### src/rtl/alu_seq_stage.sv
// ---------------------------------------------------------------------------
// alu_seq_stage
//   Sequential ALU stage. The Y register holds operand Ra; operand Rb (or
//   the shift count) comes from the shared bus when an operation is started.
//   Logic and arithmetic ops finish on the accepting edge. Shifts and
//   rotates move a working register one bit per cycle.
//
// Ports
//   clk     : rising-edge clock for all state
//   clr     : synchronous active-high clear, overrides start and y_in
//   bus_in  : Y load data, or Rb / shift count when start is high
//   y_in    : load bus_in into Y at the clock edge (honoured in every state)
//   start   : issue op using Y as Ra and bus_in as Rb (ignored while busy)
//   op      : operation code, sampled with start
//   z_lo    : registered result, low word
//   z_hi    : registered result, high word (carry / borrow in bit 0)
//   busy    : high while an iterative shift/rotate is in progress
//   done    : one-cycle pulse after Z has been updated
// ---------------------------------------------------------------------------
module alu_seq_stage (
   input  logic        clk,
   input  logic        clr,
   input  logic [31:0] bus_in,
   input  logic        y_in,
   input  logic        start,
   input  logic [3:0]  op,
   output logic [31:0] z_lo,
   output logic [31:0] z_hi,
   output logic        busy,
   output logic        done
);

   typedef enum logic [1:0] {
      S_IDLE = 2'd0,
      S_BUSY = 2'd1,
      S_DONE = 2'd2
   } state_e;

   typedef enum logic [3:0] {
      OP_AND  = 4'h0,
      OP_OR   = 4'h1,
      OP_XOR  = 4'h2,
      OP_NOT  = 4'h3,
      OP_NEG  = 4'h4,
      OP_ADD  = 4'h5,
      OP_SUB  = 4'h6,
      OP_SHL  = 4'h7,
      OP_SHR  = 4'h8,
      OP_SHRA = 4'h9,
      OP_ROL  = 4'hA,
      OP_ROR  = 4'hB
   } op_e;

   state_e      state, state_d;
   logic [31:0] y, y_d;
   logic [31:0] work, work_d;
   logic [4:0]  cnt, cnt_d;
   logic [3:0]  sop, sop_d;          // shift op latched at start
   logic [31:0] z_lo_d, z_hi_d;
   logic        busy_d, done_d;

   logic [31:0] res_lo, res_hi;      // single-cycle result
   logic [32:0] sum;
   logic [31:0] work_step;
   logic        is_shift;

   assign sum      = {1'b0, y} + {1'b0, bus_in};
   assign is_shift = (op >= OP_SHL) && (op <= OP_ROR);

   // Single-cycle result. Shift ops only reach here with a zero count, in
   // which case the result is Ra unchanged. Illegal codes yield zero.
   always_comb begin
      // NOTE: every combinational output gets a default first, so no path
      // leaves it unassigned and no latch is inferred.
      res_lo = '0;
      res_hi = '0;
      case (op)
         OP_AND:  res_lo = y & bus_in;
         OP_OR:   res_lo = y | bus_in;
         OP_XOR:  res_lo = y ^ bus_in;
         OP_NOT:  res_lo = ~bus_in;
         OP_NEG:  res_lo = -bus_in;
         OP_ADD: begin
            res_lo = sum[31:0];
            res_hi = {31'b0, sum[32]};
         end
         OP_SUB: begin
            res_lo = y - bus_in;
            res_hi = {31'b0, (y < bus_in)};
         end
         OP_SHL, OP_SHR, OP_SHRA, OP_ROL, OP_ROR: res_lo = y;
         default: ;
      endcase
   end

   // One bit position of the latched shift/rotate.
   always_comb begin
      work_step = work;
      case (sop)
         OP_SHL:  work_step = {work[30:0], 1'b0};
         OP_SHR:  work_step = {1'b0, work[31:1]};
         OP_SHRA: work_step = {work[31], work[31:1]};
         OP_ROL:  work_step = {work[30:0], work[31]};
         OP_ROR:  work_step = {work[0], work[31:1]};
         default: ;
      endcase
   end

   // Next-state and registered-output logic. busy/done are computed here
   // and registered below, so the ports come straight from flops.
   always_comb begin
      state_d = state;
      y_d     = y_in ? bus_in : y;   // old Y feeds this cycle's operation
      work_d  = work;
      cnt_d   = cnt;
      sop_d   = sop;
      z_lo_d  = z_lo;
      z_hi_d  = z_hi;
      busy_d  = 1'b0;
      done_d  = 1'b0;

      case (state)
         S_IDLE, S_DONE: begin
            state_d = S_IDLE;
            if (start) begin
               if (is_shift && (bus_in[4:0] != 5'd0)) begin
                  work_d  = y;
                  cnt_d   = bus_in[4:0];
                  sop_d   = op;
                  busy_d  = 1'b1;
                  state_d = S_BUSY;
               end else begin
                  z_lo_d  = res_lo;
                  z_hi_d  = res_hi;
                  done_d  = 1'b1;
                  state_d = S_DONE;
               end
            end
         end
         S_BUSY: begin
            // start is ignored here; Z holds until the final step lands.
            work_d = work_step;
            cnt_d  = cnt - 5'd1;
            if (cnt == 5'd1) begin
               z_lo_d  = work_step;
               z_hi_d  = '0;
               done_d  = 1'b1;
               state_d = S_DONE;
            end else begin
               busy_d = 1'b1;
            end
         end
         default: state_d = S_IDLE;
      endcase
   end

   always_ff @(posedge clk) begin
      // NOTE: sequential state uses non-blocking assignments so every flop
      // samples pre-edge values regardless of statement order.
      if (clr) begin
         state <= S_IDLE;
         y     <= '0;
         work  <= '0;
         cnt   <= '0;
         sop   <= '0;
         z_lo  <= '0;
         z_hi  <= '0;
         busy  <= 1'b0;
         done  <= 1'b0;
      end else begin
         state <= state_d;
         y     <= y_d;
         work  <= work_d;
         cnt   <= cnt_d;
         sop   <= sop_d;
         z_lo  <= z_lo_d;
         z_hi  <= z_hi_d;
         busy  <= busy_d;
         done  <= done_d;
      end
   end

endmodule

### config.mk
export PLATFORM = sky130hd
export DESIGN_NAME = alu_seq_stage
export DESIGN_NICKNAME = d
export VERILOG_FILES = /design/src/rtl/alu_seq_stage.sv
export SDC_FILE = /design/constraint.sdc
export NUM_CORES = 1
export LEC_CHECK = 0
export CAP_MARGIN = 20
export CORE_MARGIN = 2
export CORE_UTILIZATION = 45
export DETAILED_ROUTE_END_ITERATION = 10
export SLEW_MARGIN = 20
export SYNTH_ARGS = -nofsm -noshare
export SYNTH_HDL_FRONTEND = slang
export SYNTH_SLANG_ARGS = --single-unit
export TNS_END_PERCENT = 1
### constraint.sdc
create_clock -name clk -period 5.36 [get_ports clk]
set_input_delay 1.072 -clock clk [delete_from_list [all_inputs] [get_ports clk]]
set_output_delay 1.072 -clock clk [all_outputs]
set_load 0.01 [all_outputs]
==> results.ini <==
[run_status]
status=complete, no violations

[floorplanning]
initial_core_util=0.4584
ios=106
dieArea_mm2=0.02695
die_h_um=164.2
core_mm2=0.02518
die_w_um=164.2
rows=58

[final_layout]
fill_cells=2532
final_cell_mix=nor2_1, nand2_1, a21oi_1
antennaDiodeCount=0
layout_commonest_cell=nor2_1
final_cells=1969
layout.nets=1782
drive_above_1_share=0.05979
utilization=0.5107
syn2layout_area_growth_pct=11.41
regArea_mm2=0.002202
multi_input_area_mm2=0.008498

[job]
maxCapViolCount=0

[yosys]
synth_seq_cells=110
synth-main-ff-cell=dfxtp_1
seq_area_frac_synth=0.1908
synth_warnings=0
ys_types=76
synthCells=1616
syn_area_mm2=0.01154
synth_edf_count=0
avgSynthCellArea_um2=7.143
async_reset_ff_frac=0

[detailed_routing]
drc=0
routed-via-count=12787
wl_per_cell_um=23.59
antenna_left=0
detail_route.vias_per_cell=6.494
drt_iter0_drc=1942
routed_wl_um=46450
firstDrtPassIters=8

[worst_setup_path]
critPathMaxStageDelay_ps=630
worstSetupPathType=in -> reg
cp.required_ps=5630
end_kind=flip-flop
crit_slowest_cell=clkdlybuf4s50_1
path_common_cell=and3_1
crit_chain=clkdlybuf4s50_1 > inv_1 > ha_1 > o21ba_2 > nor4_1 > o211ai_1 > and3_1 > a21oi_1 > a31oi_1 > or4_1 > and3_1 > a2111oi_2
cp.arrival_ps=4850
start_kind=input pin
crit_path_max_fanout=7

[power]
power_per_cell_area_mw_per_mm2=202.5
fin_total_pwr_w=0.002604
ir_drop_uv=142.3
power.leakage_nw=4.979

[place]
place_hpwl_um=34170
port_buffers=74
dp_cells=1953
globalplace.congestion=1.057

[global_route]
grtUsageMet2=0.4932
grt_max_degree=65
grtUsageMet3=0.08838
grt_util_met1=0.4916
track_usage=0.3412
grt_antenna_before_repair=0
grt_overflow=0
grt_pass1_vias=11631
grt_pass1_wl_um=70240
top_usage_layer=met2

[sta]
fin_crit_ps=4579
rsz0062_at_grt=false
final_hold_viol_count=0
setup_violations=0
holdWs_ps=458.0
drv_slew=0
setup_tns_ps=0
fmax_mhz=218.4
max-slew-margin-rel=0.2445
worst_pin_slew_ps=1133
fin_crit_sh=0.8544
fin_skew_ps=11.71

[cts]
cts_num_sinks=110
cts_buffer_depth=2
insertion_delay_ps=370
cts_tree=built
post_cts_resized=0
cts_root_buf=clkbuf_16
cts_htree_levels=3
numCtsBuffers=9
cts_setup_buffers=0
clkSlewWorstSetupHoldPaths_ps=80
holdBufCountCts=0

[worst_hold_path]
holdCritPathClass=reg -> reg

-- path summary, 6_finish.rpt --
check / from / endpoint / slack, ps / cells after the start
setup reg to reg: y[1] / z_lo[25] / 1690 / 11
hold / removal: z_lo[3] / z_lo[3] / 460 / 2
hold reg to reg: z_lo[3] / z_lo[3] / 460 / 2
setup / recovery: bus_in[1] / z_lo[25] / 780 / 12
-- cell families (layout without fill, tap and decap cells) --
kind of cell	count (synthesis)	after routing	share of synthesized area
and+or+nand+nor	549	549	0.2207
xor gates and xnor gates	42	42	0.03187
other	1	31	0.0003249
AOI/OAI and AO/OA	512	512	0.3029
DFF	110	110	0.1908
adders and majority gates	108	108	0.1184
buffers and inverters	241	234	0.08889
muxes	53	53	0.04618
-- Yosys cell counts, drive strengths merged, types with 8 or more instances --
library cell  instances  area, um^2
o31ai                 9       67.56
nor2                196       735.7
a211o                 8       70.07
and3                 10       63.81
clkbuf               93       349.1
nand3                27       135.1
buf                  50       309.0
a221oi               25       219.0
nand2b               15       93.84
inv                  98       367.9
nand2               156       585.6
or3                   9       56.30
o21a                 12       90.09
nor2b                15       93.84
nor4                 22       143.9
o21bai               10       75.07
dfxtp               110        2202
a31oi                17       106.4
a221o                15       150.1
a211oi               25       187.7
a21o                  8       60.06
a222oi               24       240.2
o221ai               16       140.1
ha                  106        1326
a21oi               124       620.6
a22oi                29       217.7
o211ai               13       97.59
mux2i                51       510.5
xnor2                41       359.1
nor3                 57       301.5
o21ai                86       430.4
o22ai                45       281.5
-- metrics by stage --
stage | setup slack (ps) | instance area, um^2
after floorplan | 1627 | 11650
after global placement | 623.3 | 12560
after detailed placement | 521.1 | 12560
after CTS | 850.6 | 12860
after global routing | 570.6 | 12860
final | 780.7 | 12860
-- critical path, delay by kind of cell --
family / cells / cell delay (ps)
buf+inv: 2 / 830
fa+ha+maj: 1 / 360
simple gates: 4 / 1400
compound gates: 5 / 1170
-- registers in the layout, indices dropped and copies added, names as in the netlist --
name   flops
busy       1
cnt        5
done       1
sop        4
state      2
work      32
y         32
z_hi       1
z_lo      32
-- report_power, final --
part / total (W) / internal (W) / switching, W
combinational: 0.000948 / 0.000349 / 0.000599
sequential: 0.000935 / 0.000870 / 0.0000656
clock: 0.000720 / 0.000333 / 0.000387
total: 0.00260 / 0.00155 / 0.00105
-- layout make-up --
cell class / count / area share
clock buffer: 9 / 0.01751
timing repair buffer: 120 / 0.08387
tap: 330 / 0.03211
sequential: 110 / 0.1712
clock inverter: 7 / 0.005838
multi-input combinational: 1295 / 0.6608
inverter: 98 / 0.02860
-- layer usage --
| metal | wire (um) | vias to the layer above |
|---|---|---|
| met2 | 19200 | 759 |
| met5 | 0 | - |
| met3 | 5410 | 85 |
| met4 | 1260 | 0 |
| met1 | 20580 | 6064 |
| li1 | - | 5879 |
Power figures use the tool's default switching activity.
